--- config.mk ---
export PLATFORM = sky130hd
export DESIGN_NAME = sar_ctrl_param
export DESIGN_NICKNAME = d
export VERILOG_FILES = /design/src/rtl/sar_pkg.sv /design/src/rtl/sar_trial_shifter.sv /design/src/rtl/sar_ctrl_param.sv
export SDC_FILE = /design/constraint.sdc
export NUM_CORES = 1
export LEC_CHECK = 0
export BUFFER_PORTS_ARGS = -buffer_cell sky130_fd_sc_hd__buf_2
export CAP_MARGIN = 20
export CORE_MARGIN = 2
export CORE_UTILIZATION = 32
export DETAILED_ROUTE_END_ITERATION = 10
export GPL_TIMING_DRIVEN = 0
export HOLD_SLACK_MARGIN = 0.15
export PLACE_DENSITY = 0.5
export RECOVER_POWER = 50
export SLEW_MARGIN = 20
export SYNTH_ARGS = -nofsm -noshare
export SYNTH_HDL_FRONTEND = slang
export SYNTH_SLANG_ARGS = --single-unit
export TNS_END_PERCENT = 100
--- constraint.sdc ---
create_clock -name clk -period 1.7 [get_ports clk]
set_input_delay 0.085 -clock clk [delete_from_list [all_inputs] [get_ports clk]]
set_output_delay 0.085 -clock clk [all_outputs]
set_load 0.05 [all_outputs]
--- src/rtl/sar_pkg.sv ---
// Shared definitions for the SAR conversion controller.
//   sar_state_e    : controller states
//   CNT_W          : width of the sample-phase down-counter (covers 1..15 cycles)
//   sar_params_ok  : legality of the NBITS / SAMPLE_CYCLES parameter pair,
//                    evaluated at elaboration by the top level
package sar_pkg;

   typedef enum logic [1:0] {
      ST_IDLE   = 2'd0,
      ST_SAMPLE = 2'd1,
      ST_CONV   = 2'd2,
      ST_DONE   = 2'd3
   } sar_state_e;

   localparam int CNT_W = $clog2(16);

   function automatic bit sar_params_ok(input int nbits, input int sample_cycles);
      return (nbits >= 2) && (nbits <= 12) &&
             (sample_cycles >= 1) && (sample_cycles <= 15);
   endfunction

endpackage

--- src/rtl/sar_trial_shifter.sv ---
// One-hot trial shift register with per-bit result capture.
//   clk      : conversion clock
//   rst_n    : synchronous active-low reset, clears trial and res
//   clear    : clear trial and res (end of conversion)
//   load     : start a conversion: trial = MSB one-hot, res = 0
//   shift    : capture comp_in into the bit under trial, then move trial right
//   comp_in  : comparator decision for the bit under trial
//   trial    : one-hot bit under trial (0 outside a conversion)
//   res      : result bits decided so far
//   res_nxt  : res with the current decision merged in; only meaningful while
//              shift is high, used to register the final word without a wait cycle
//   last     : the LSB is under trial
module sar_trial_shifter
   import sar_pkg::*;
#(
   parameter int NBITS = 6
) (
   input  logic             clk,
   input  logic             rst_n,
   input  logic             clear,
   input  logic             load,
   input  logic             shift,
   input  logic             comp_in,
   output logic [NBITS-1:0] trial,
   output logic [NBITS-1:0] res,
   output logic [NBITS-1:0] res_nxt,
   output logic             last
);

   localparam logic [NBITS-1:0] MSB_ONEHOT = {1'b1, {(NBITS-1){1'b0}}};

   assign res_nxt = (res & ~trial) | (trial & {NBITS{comp_in}});
   assign last    = trial[0];

   always_ff @(posedge clk) begin
      if (!rst_n) begin
         trial <= '0;
         res   <= '0;
      end else if (clear) begin
         trial <= '0;
         res   <= '0;
      end else if (load) begin
         trial <= MSB_ONEHOT;
         res   <= '0;
      end else if (shift) begin
         trial <= trial >> 1;
         res   <= res_nxt;
      end
   end

endmodule

--- src/rtl/sar_ctrl_param.sv ---
// Parametrised successive-approximation register controller.
//   clk      : conversion clock
//   rst_n    : synchronous active-low reset
//   start    : request one conversion (honoured only in IDLE)
//   cont     : continuous mode, examined in DONE
//   comp_in  : comparator decision, 1 keeps the bit under trial
//   comp_en  : comparator enable, high through CONV
//   sample   : sample-phase strobe
//   sw / swb : DAC switch controls (MSB first) and their complement
//   busy     : conversion in progress (SAMPLE, CONV, DONE)
//   data     : last completed result, held until the next DONE
//   valid    : one-cycle pulse coinciding with a data update
//
// state  | meaning
// IDLE   | waiting for start; strobes low, res = 0
// SAMPLE | input tracking for SAMPLE_CYCLES cycles, sw all ones
// CONV   | one bit decided per cycle, MSB first
// DONE   | result registered, valid high; loop to SAMPLE when cont
module sar_ctrl_param
   import sar_pkg::*;
#(
   parameter int NBITS         = 6,
   parameter int SAMPLE_CYCLES = 1
) (
   input  logic             clk,
   input  logic             rst_n,
   input  logic             start,
   input  logic             cont,
   input  logic             comp_in,
   output logic             comp_en,
   output logic             sample,
   output logic [NBITS-1:0] sw,
   output logic [NBITS-1:0] swb,
   output logic             busy,
   output logic [NBITS-1:0] data,
   output logic             valid
);

   generate
      if (!sar_params_ok(NBITS, SAMPLE_CYCLES)) begin : g_bad_params
         $error("sar_ctrl_param: illegal NBITS/SAMPLE_CYCLES combination");
      end
   endgenerate

   localparam logic [CNT_W-1:0] CNT_LOAD = CNT_W'(SAMPLE_CYCLES - 1);

   sar_state_e       state;
   sar_state_e       state_nxt;
   logic [CNT_W-1:0] cnt;

   logic             sh_clear;
   logic             sh_load;
   logic             sh_shift;
   logic [NBITS-1:0] trial;
   logic [NBITS-1:0] res;
   logic [NBITS-1:0] res_nxt;
   logic             last;

   sar_trial_shifter #(
      .NBITS (NBITS)
   ) u_shifter (
      .clk     (clk),
      .rst_n   (rst_n),
      .clear   (sh_clear),
      .load    (sh_load),
      .shift   (sh_shift),
      .comp_in (comp_in),
      .trial   (trial),
      .res     (res),
      .res_nxt (res_nxt),
      .last    (last)
   );

   always_ff @(posedge clk) begin
      if (!rst_n) begin
         state <= ST_IDLE;
      end else begin
         state <= state_nxt;
      end
   end

   always_comb begin
      state_nxt = state;
      case (state)
         ST_IDLE:   if (start) state_nxt = ST_SAMPLE;
         ST_SAMPLE: if (cnt == '0) state_nxt = ST_CONV;
         ST_CONV:   if (last) state_nxt = ST_DONE;
         ST_DONE:   state_nxt = cont ? ST_SAMPLE : ST_IDLE;
         default:   state_nxt = ST_IDLE;
      endcase
   end

   always_comb begin
      sample   = (state == ST_SAMPLE);
      comp_en  = (state == ST_CONV);
      busy     = (state != ST_IDLE);
      sh_load  = (state == ST_SAMPLE) && (cnt == '0);
      sh_shift = (state == ST_CONV);
      // Clearing in DONE keeps res at zero through IDLE and the next SAMPLE.
      sh_clear = (state == ST_DONE);
   end

   // Reloaded on every entry into SAMPLE, from IDLE or from DONE.
   always_ff @(posedge clk) begin
      if (!rst_n) begin
         cnt <= '0;
      end else if ((state_nxt == ST_SAMPLE) && (state != ST_SAMPLE)) begin
         cnt <= CNT_LOAD;
      end else if ((state == ST_SAMPLE) && (cnt != '0)) begin
         cnt <= cnt - CNT_W'(1);
      end
   end

   // Registered on the final CONV edge so data and valid both appear in DONE.
   always_ff @(posedge clk) begin
      if (!rst_n) begin
         valid <= 1'b0;
         data  <= '0;
      end else begin
         valid <= (state == ST_CONV) && last;
         if ((state == ST_CONV) && last) begin
            data <= res_nxt;
         end
      end
   end

   assign sw  = {NBITS{sample}} | trial | res;
   assign swb = ~sw;

endmodule

==> summary.md, run 1 <==
| Metric | Value |
|---|---|
| Outcome | `finished, final reports clean` |
| Kind of critical path | `reg -> out` |
| Most common cell after layout, fill and taps aside | `dfxtp_1` |
| Startpoint Class | `flip-flop` |
| CTS max path bufs | `2` |
| Final Hold Fails | `0` |
| Root Driver | `clkbuf_4` |
| Drt first-iter violations | `39` |
| Share of layout cells above drive strength 1 | `24.2%` |
| GRT overflow | `0` |
| Reg2reg setup slack | `110 ps` |
| Reg2reg start | `cnt[0]$_SDFFE_PP0P_` |
| Reg-to-reg endpoint | `u_shifter.trial[1]$_SDFFE_PP0P_` |
| Worst vdd ir | `665 µV` |
| Layout Cells excl Fill | `207` |
| First-pass GRT wire length | `3950 µm` |
| Top post-synthesis cells by area | `dfxtp_1 (43%), mux2i_1 (9.4%), a21oi_1 (4.7%)` |
| Placed Area | `0.00136 mm²` |
| DP Worst Slack | `190 ps` |
| Register area share after synthesis | `42.8%` |
| Fin. max-slew vios | `0` |
| Post-synthesis net count | `133` |
| CP required | `1620 ps` |
| HP Start | `rst_n` |
| Worst-Margin Slew | `835 ps` |
| Worst r2r path cells | `6` |
| Top Family by Delay on Critical Path | `simple AND/OR/NAND/NOR gates` |
| Syn avg cell area | `9.21 µm²` |
| Final setup vio count | `0` |
| Vias in the first global route | `858` |
| Nets@finish | `168` |
| Ports | `27` |
| CP Max Fanout | `7` |
| Worst hold-check path type | `in -> reg` |
| Post-route ant nets | `0` |
| Mapped Cells | `127` |
| Synth Warn # | `0` |
| Vias per inst | `4.76` |
| Die Width | `64.5 µm` |
| Total GRT Usage | `12.1%` |
| Highest clock rate | `614 MHz` |
| CP Capture Type | `output pin` |
| Pwr per Cell Area | `1030 mW/mm²` |
| Number of max-cap violations | `0` |
| Reg clk slew, reported paths | `140 ps` |
| Worst EP arrival | `1540 ps` |
| Synth unique cells | `34` |
| P_leak | `0.662 nW` |
| N_diodes | `0` |
| Worst Hold Endpoint | `u_shifter.trial[5]$_SDFFE_PP0P_` |
| Most frequent cells in the layout | `dfxtp_1 (23), buf_2 (15)` |
| Slowest CP cell | `dfxtp_2` |
| Avg WL per Cell | `12.1 µm` |
| Finished Cell Area | `0.00143 mm²` |
| Largest net degree at the start of global routing | `14` |
| Worst-Skew Late Latency | `320 ps` |
| H-tree Lvls | `1` |
| Top cell type's share of synthesized area | `42.8%` |
| CTS sink count | `25` |
| Worst path max stage delay | `360 ps` |
| Final min period | `1630 ps` |
| Core Region | `0.00342 mm²` |
| CP Cell Sequence | `nand2b_4, inv_2, buf_6, or3_4, inv_2, buf_8` |
| Dpl cells | `199` |
| Die Span Y | `64.5 µm` |
| DRC viols | `0` |
| Period utilization | `95.8%` |
| Most area-hungry cell type in the Yosys netlist | `dfxtp_1` |
| RSZ-0062 raised after global routing | `no` |
| Final WL | `2510 µm` |
| Synth Cell Area | `0.00117 mm²` |
| Post-DP HPWL | `1810 µm` |
| Synth Register Bits | `25` |
| Setup TNS | `0 ps` |
| Cell repeated most along the worst path | `inv_2` |
| Die area | `0.00416 mm²` |
| Vias | `986` |
| CTS tree | `done` |
| Drt first pass iters | `4` |
| Synthesis-to-finish area growth | `22.6%` |
| Initial antenna violation count | `0` |
| Relative slew slack | `43.7%` |
| I/O Buffers | `26` |
| Initial Util | `34.2%` |
| Hold depth | `3` |
| Critical path buffers and inverters | `4` |
| Fin Clk Skew | `9.62 ps` |
| Total CTS buffers | `3` |
| Row cnt | `21` |
| PnR worst setup slack | `71.3 ps` |
| GPL Wtd Cong | `0.770` |
flip-flops by register name, summed over array words and instances, names as in the netlist:
| signal | count |
|---|---|
| valid | 1 |
| u_shifter.trial | 6 |
| state | 2 |
| data | 6 |
| cnt | 4 |
| u_shifter.res | 6 |
worst reg2reg max path: cells and delay by family (launching register included):
kind / cells / cell delay [ps]
adders and majority gates: 1 / 200
DFF: 1 / 350
buffers and inverters: 2 / 220
AOI/OAI and AO/OA: 2 / 230
and+or+nand+nor: 1 / 480
final cells by class:
type                            instances  area [µm²]
Sequential cell                        25         503
Fill cell                             356        1980
Buffer                                  7        47.5
Tap cell                               46        57.6
Timing Repair Buffer                   30         176
Inverter                               12        45.0
Clock buffer                            4        26.3
Multi-Input combinational cell         83         578
Yosys cell counts (all sizes together):
| cell type | instances |
|---|---|
| nor3b | 1 |
| and2 | 2 |
| or3b | 1 |
| a31oi | 1 |
| o21ai | 3 |
| buf | 6 |
| nor2 | 5 |
| nand2b | 4 |
| a21boi | 2 |
| nand3b | 5 |
| a311oi | 2 |
| nor3 | 1 |
| nand3 | 2 |
| inv | 12 |
| and3b | 1 |
| nor2b | 3 |
| or2 | 1 |
| nand2 | 11 |
| ha | 1 |
| clkbuf | 1 |
| nand4b | 1 |
| or3 | 6 |
| mux2i | 11 |
| o211a | 5 |
| o31ai | 1 |
| o311ai | 1 |
| a21oi | 12 |
| dfxtp | 25 |
layer usage:
layer / part of all wire [%] / GRT usage (%)
met1: 48 / 16.1
met2: 47 / 19.3
met3: 4.0 / 4.34
met4: 0.72 / 1.60
met5: 0 / 0
kinds of logic after synthesis:
| kind of cell | synth area share [%] |
|---|---|
| adders and majority gates | 1.07 |
| AOI/OAI and AO/OA | 16.4 |
| muxes | 9.41 |
| DFF | 42.8 |
| buffers and inverters | 8.02 |
| and+or+nand+nor | 22.4 |
per-stage QoR:
stage	util [%]	power, mW	hold slack, ps
4_1_cts	41.6	1.48	159
6_report	42.0	1.48	198
5_1_grt	42.0	1.55	206
3_3_place_gp	39.7	1.18	456
2_1_floorplan	-	1.07	342
3_5_place_dp	39.7	1.18	460
worst max-delay path by stage:
stage	startpoint	endpoint	slack [ps]	cells after the start
2_1_floorplan	state[1]$_SDFF_PN0_	swb[5]	130	4
3_3_place_gp	state[1]$_SDFF_PN0_	swb[3]	220	6
3_5_place_dp	cnt[0]$_SDFFE_PP0P_	u_shifter.trial[1]$_SDFFE_PP0P_	190	6
4_1_cts	state[1]$_SDFF_PN0_	swb[4]	10	6
5_1_grt	state[1]$_SDFF_PN0_	swb[4]	2	6
6_report	state[1]$_SDFF_PN0_	swb[4]	70	6
report_power, final:
group	switching (mW)	internal, mW
Combinational	0.415	0.182
Sequential	0.0168	0.601
Clock	0.177	0.0918
Total	0.609	0.875
what timing repair did:
item | 4_1_cts | 5_1_grt
hold endpoints to repair | 1 | 0
gates resized for setup | 7 | 5
setup endpoints to repair | 8 | 8
hold buffers | 1 | 0
buffers inserted | 1 | 2
(Power assumes the default switching activity.)
==> run 2, diff against run 1 <==
--- a/config.mk
+++ b/config.mk
@@ -17,5 +17,6 @@
 export SLEW_MARGIN = 20
 export SYNTH_ARGS = -nofsm -noshare
 export SYNTH_HDL_FRONTEND = slang
+export SYNTH_HIERARCHICAL = 1
 export SYNTH_SLANG_ARGS = --single-unit
 export TNS_END_PERCENT = 100
==> run 2 against run 1 <==
Non-clock buffer count rose by 2. Cell count rose by 3.4%. Clock skew fell by 4.6 ps. Sequential power fell by 2%. Die area rose by 2.1%. Sequential share of layout area fell by 1.5 points. Setup slack got worse by 14 ps. Routed wire length rose by 4.8%. Fmax fell by 0.87%. Clock power rose by 29%. Global-route usage rose by 1.3 points. Critical path type is now reg -> reg. Critical endpoint is now state[0]$_SDFF_PN0_. Largest power group unchanged. Highest routed layer unchanged.
==> summary.md, run 2 <==
| Metric | Value |
|---|---|
| CTS max path bufs | `2` |
| CP Capture Type | `flip-flop` |
| Most common cell after layout, fill and taps aside | `dfxtp_1` |
| Startpoint Class | `flip-flop` |
| Post-synth top flop | `dfxtp_1` |
| PnR worst setup slack | `57.0 ps` |
| H-tree Lvls | `1` |
| Die Span Y | `65.1 µm` |
| GPL Wtd Cong | `0.733` |
| Synth Cell Area | `0.00120 mm²` |
| Synthesis-to-finish area growth | `26.5%` |
| Share of layout cells above drive strength 1 | `36.7%` |
| Die area | `0.00424 mm²` |
| Post-synthesis net count | `138` |
| CP Cell Sequence | `inv_2, ha_4, or3b_4, mux4_2, and2_4` |
| Root Driver | `clkbuf_8` |
| Worst-Margin Slew | `599 ps` |
| Worst-Skew Late Latency | `260 ps` |
| CP required | `1870 ps` |
| P_leak | `0.616 nW` |
| Outcome | `finished, final reports clean` |
| Final setup vio count | `0` |
| Kind of critical path | `reg -> reg` |
| Most frequent cell after synthesis | `dfxtp_1` |
| First-pass GRT wire length | `4410 µm` |
| Area of the multi-input gates | `617 µm²` |
| Slowest CP cell | `mux4_2` |
| Synth async-reset ratio | `0%` |
| Total CTS buffers | `3` |
| Syn avg cell area | `9.06 µm²` |
| Pwr per Cell Area | `846 mW/mm²` |
| Regs by FF count | `data x6, u_shifter/res x6, u_shifter/trial x6` |
| Final Hold Fails | `0` |
| Vias | `1017` |
| Critical path buffers and inverters | `1` |
| Synth Warn # | `6` |
| Vias in the first global route | `959` |
| Post-route ant nets | `0` |
| Synth unique cells | `34` |
| N_diodes | `0` |
| Nets@finish | `173` |
| DRC viols | `0` |
| CP Max Fanout | `3` |
| Sequential Area | `508 µm²` |
| Post-DP HPWL | `1820 µm` |
| Setup TNS | `0 ps` |
| CTS tree | `done` |
| Avg WL per Cell | `12.3 µm` |
| Register area share after synthesis | `41.8%` |
| Top cell type's share of synthesized area | `41.8%` |
| Layout Cells excl Fill | `214` |
| Total power | `1.28 mW` |
| CTS sink count | `25` |
| Hold WS | `240 ps` |
| Most frequent cells in the layout | `dfxtp_1 (21), buf_2 (13), nand3_1 (12)` |
| Synth top cells by count | `dfxtp_1 (25), inv_1 (14), nand3_1 (12)` |
| Largest net degree at the start of global routing | `14` |
| Most area-hungry cell type in the Yosys netlist | `dfxtp_1` |
| Number of max-cap violations | `0` |
| Final min period | `1640 ps` |
| I/O Buffers | `26` |
| Top post-synthesis cells by area | `dfxtp_1 (42%), mux2i_1 (5.0%), nand3_1 (5.0%)` |
| Dpl cells | `206` |
| Drt first-iter violations | `56` |
| Vias per inst | `4.75` |
| Highest clock rate | `609 MHz` |
| Total GRT Usage | `13.4%` |
| Reg clk slew, reported paths | `90 ps` |
| Fillcell total | `388` |
| Worst vdd ir | `272 µV` |
| EDFF count, synth | `0` |
| Die Width | `65.1 µm` |
| Ports | `27` |
| Worst EP arrival | `1810 ps` |
| Relative slew slack | `60.2%` |
| Initial antenna violation count | `0` |
| RSZ-0062 raised after global routing | `no` |
| Fin Clk Skew | `5.00 ps` |
| Mapped Cells | `132` |
| Drt first pass iters | `4` |
| Synth Register Bits | `25` |
| DP Worst Slack | `-68.5 ps` |
| Final WL | `2630 µm` |
| Worst path max stage delay | `470 ps` |
| Worst hold-check path type | `in -> reg` |
| Core Region | `0.00363 mm²` |
| Period utilization | `96.6%` |
| Row cnt | `22` |
| Fin. max-slew vios | `0` |
| GRT overflow | `0` |
| Top Family by Delay on Critical Path | `simple AND/OR/NAND/NOR gates` |
| Initial Util | `32.9%` |
[run 2: changes by cell type in the layout (fill, tap and decap cells not counted), sizes merged, moves of 4 or more]
cell,previous run,this run
o211a,5,1
nand2,11,6
a21bo,0,5
nor2,5,9
nand3b,5,1
mux2,0,5
nand3,2,12
mux2i,11,6
[run 2: worst reg2reg max path: cells and delay by family, from the launching register on]
kind / cells / cell delay (ps)
adders and majority gates: 1 / 130
buffers and inverters: 1 / 70
DFF: 1 / 340
muxes: 1 / 470
and+or+nand+nor: 2 / 550
[run 2: power by group]
| part | leakage, nW | total, mW | internal (mW) | switching (mW) |
|---|---|---|---|---|
| Clock | 0.0228 | 0.348 | 0.167 | 0.181 |
| Combinational | 0.389 | 0.326 | 0.0957 | 0.230 |
| Sequential | 0.204 | 0.605 | 0.594 | 0.0108 |
[run 2: what timing repair did]
| item | in CTS | in global routing |
|---|---|---|
| gates resized for setup | 11 | 9 |
| buffers inserted | 1 | 3 |
| pin swaps | 0 | 2 |
| endpoints found under the setup margin | 19 | 18 |
| hold endpoints to repair | 3 | 0 |
| hold buffers | 1 | 0 |
[run 2: stage by stage]
step / util, % / cell area (µm²)
6_report: 41.6 / 1510
5_1_grt: 41.6 / 1510
4_1_cts: 40.8 / 1480
3_5_place_dp: 38.3 / 1390
3_3_place_gp: 38.3 / 1390
2_1_floorplan: - / 1200
[run 2: path summary, 6_finish.rpt]
path	depth (start not counted)	slack, ps	endpoint	start
max	5	60	state[0]$_SDFF_PN0_	cnt[1]$_SDFFE_PP0P_
max reg2reg	5	60	state[0]$_SDFF_PN0_	cnt[1]$_SDFFE_PP0P_
min reg2reg	2	460	data[3]$_SDFFE_PN0P_	data[3]$_SDFFE_PN0P_
min	3	240	u_shifter/res[0]$_SDFFE_PP0P_	comp_in
[run 2: kinds of logic after synthesis]
kind of cell / after synthesis / synth area share (%)
AO/OA/AOI/OAI: 28 / 17.7
adder cells (fa/ha/maj): 1 / 1.05
AND/OR/NAND/NOR: 43 / 18.9
multiplexers: 12 / 11.6
buffers and inverters: 23 / 8.89
flip-flops: 25 / 41.8
[run 2: layer usage]
| metal | track usage (%) | vias up | share of wire, % |
|---|---|---|---|
| met5 | 0 | - | 0 |
| met4 | 6.25 | 0 | 1.4 |
| met3 | 1.54 | 4 | 3.9 |
| met2 | 22.0 | 20 | 48 |
| met1 | 17.5 | 469 | 46 |
| li1 | - | 524 | - |
[run 2: area by class of cell]
type,instances,share of cell area [%]
buffer,8,3.64
clock buffer,4,2.98
inverter,14,3.47
multi-input combinational,84,40.8
sequential,25,33.6
tap,48,3.97
timing repair buffer,31,11.6
==> run 3, diff against run 2 <==
--- a/config.mk
+++ b/config.mk
@@ -9,6 +9,7 @@
 export CAP_MARGIN = 20
 export CORE_MARGIN = 2
 export CORE_UTILIZATION = 32
+export CTS_CLUSTER_SIZE = 12
 export DETAILED_ROUTE_END_ITERATION = 10
 export GPL_TIMING_DRIVEN = 0
 export HOLD_SLACK_MARGIN = 0.15
==> constraint.sdc (replaced) <==
create_clock -name clk -period 1.7 [get_ports clk]
set_input_delay 0.085 -clock clk [delete_from_list [all_inputs] [get_ports clk]]
set_output_delay 0.085 -clock clk [all_outputs]
set_load 0.005 [all_outputs]
==> run 3 against run 2 <==
Register-to-register slack lost 30 ps. Critical path depth unchanged. First-iteration DRC count is 23% lower. Fmax fell by 1.5%. Routed wire length shrank 4.2%. Worst hold slack got worse by 39 ps. Clock power grew 4%. Count of clock-buffer cells in the layout decreased by 1. Via count shrank 0.49%.
==> summary.md, run 3 (synthesis gave the netlist of run 2 again) <==
| Metric | Value |
|---|---|
| N_diodes | `0` |
| Initial antenna violation count | `0` |
| Drt first pass iters | `4` |
| Row cnt | `22` |
| HP Start | `cont` |
| Area of the multi-input gates | `614 µm²` |
| Final WL | `2520 µm` |
| GPL Wtd Cong | `0.717` |
| Placed Area | `0.00139 mm²` |
| Die area | `0.00424 mm²` |
| RSZ-0062 raised after global routing | `no` |
| Core Region | `0.00363 mm²` |
| Vias per inst | `4.77` |
| CP required | `1880 ps` |
| CP Max Fanout | `3` |
| Reg-to-reg endpoint | `state[0]$_SDFF_PN0_` |
| Final min period | `1670 ps` |
| Pwr per Cell Area | `766 mW/mm²` |
| Most frequent cells in the layout | `dfxtp_1 (23), buf_2 (23), nand3_1 (12)` |
| Total power | `1.14 mW` |
| Post-DP HPWL | `1850 µm` |
| Vias | `1012` |
| Setup TNS | `0 ps` |
| Fin. max-slew vios | `0` |
| Reg clk slew, reported paths | `90 ps` |
| CTS sink count | `25` |
| Kind of critical path | `reg -> reg` |
| Worst vdd ir | `397 µV` |
| Vias in the first global route | `913` |
| CTS max path bufs | `2` |
| Die Width | `65.1 µm` |
| Final setup vio count | `0` |
| Regs by FF count | `data x6, u_shifter/res x6, u_shifter/trial x6` |
| Worst Hold Endpoint | `cnt[0]$_SDFFE_PP0P_` |
| Worst r2r path cells | `5` |
| Total CTS buffers | `3` |
| Drt first-iter violations | `43` |
| Total GRT Usage | `12.9%` |
| Nets@finish | `171` |
| CP Capture Type | `flip-flop` |
| Die Span Y | `65.1 µm` |
| CTS tree | `done` |
| DRC viols | `0` |
| Share of layout cells above drive strength 1 | `37.8%` |
| Finished Cell Area | `0.00149 mm²` |
| Initial Util | `32.9%` |
| Worst-Skew Late Latency | `270 ps` |
| Reg2reg start | `cnt[0]$_SDFFE_PP0P_` |
| Synthesis-to-finish area growth | `24.4%` |
| Fin Clk Skew | `2.05 ps` |
| Final Hold Fails | `0` |
| Root Driver | `clkbuf_8` |
| First-pass GRT wire length | `4210 µm` |
| Reg2reg setup slack | `30 ps` |
| I/O Buffers | `26` |
| Worst-Margin Slew | `369 ps` |
| Sequential Area | `505 µm²` |
| Period utilization | `98.1%` |
| H-tree Lvls | `1` |
| GRT overflow | `0` |
| Hold depth | `3` |
| Number of max-cap violations | `0` |
| Worst EP arrival | `1850 ps` |
| Worst hold-check path type | `in -> reg` |
| Avg WL per Cell | `11.9 µm` |
| P_leak | `0.623 nW` |
| Fillcell total | `375` |
| Startpoint Class | `flip-flop` |
| Post-route ant nets | `0` |
| Relative slew slack | `75.4%` |
| Highest clock rate | `599 MHz` |
| Ports | `27` |
| Outcome | `finished, final reports clean` |
| Largest net degree at the start of global routing | `15` |
run 3: repair_timing:
action,in CTS,in global routing
pin swaps,0,0
hold endpoints to repair,3,0
setup buffers,1,1
resized for setup,5,9
hold buffers,1,0
setup endpoints to repair,16,15
run 3: stage by stage:
stage               instances  utilization, %  hold WS, ps  worst slack (ps)
floorplan                 132               -          203              1.17
global placement          206            38.2          349             -70.5
detailed placement        206            38.2          352             -63.2
CTS                       211            40.2          202              3.18
global route              212            40.9          210              5.05
finish                    212            40.9          201              31.5
run 3: power breakdown:
| part | internal, mW | switching, mW |
|---|---|---|
| Clock | 0.164 | 0.196 |
| Combinational | 0.0834 | 0.0887 |
| Sequential | 0.594 | 0.0123 |
| Total | 0.842 | 0.297 |
run 3: final cells by class:
cell class / count / area share, %
inverters: 14 / 3.53
plain buffers: 8 / 3.87
clock buffers: 3 / 2.78
multi-input cells: 84 / 41.3
repair buffers: 29 / 10.2
clock inverters: 1 / 0.336
flip-flops and latches: 25 / 34.0
well taps: 48 / 4.04
run 3: worst max-delay path, stage by stage, from the launching register on:
cell and delay [ps]:
dfxtp_2 330, inv_2 80, ha_4 140, or3b_4 390
mux4_2 470, and2_1 160
run 3: worst max-delay path by stage:
stage                              startpoint                   to  slack (ps)  depth (start not counted)
after global placement    cnt[0]$_SDFFE_PP0P_  state[0]$_SDFF_PN0_         -70                          6
after floorplan           cnt[0]$_SDFFE_PP0P_  state[0]$_SDFF_PN0_           1                          6
after detailed placement  cnt[0]$_SDFFE_PP0P_  state[0]$_SDFF_PN0_         -60                          6
final                     cnt[0]$_SDFFE_PP0P_  state[0]$_SDFF_PN0_          30                          5
after global routing      cnt[0]$_SDFFE_PP0P_  state[0]$_SDFF_PN0_           5                          5
after CTS                 cnt[0]$_SDFFE_PP0P_  state[0]$_SDFF_PN0_           3                          5
run 3: per-layer routing:
metal / routed length, µm / track usage [%] / vias up
li1: - / - / 519
met1: 1200 / 16.3 / 476
met2: 1210 / 21.9 / 15
met3: 76 / 1.71 / 2
met4: 29 / 5.47 / 0
met5: 0 / 0 / -
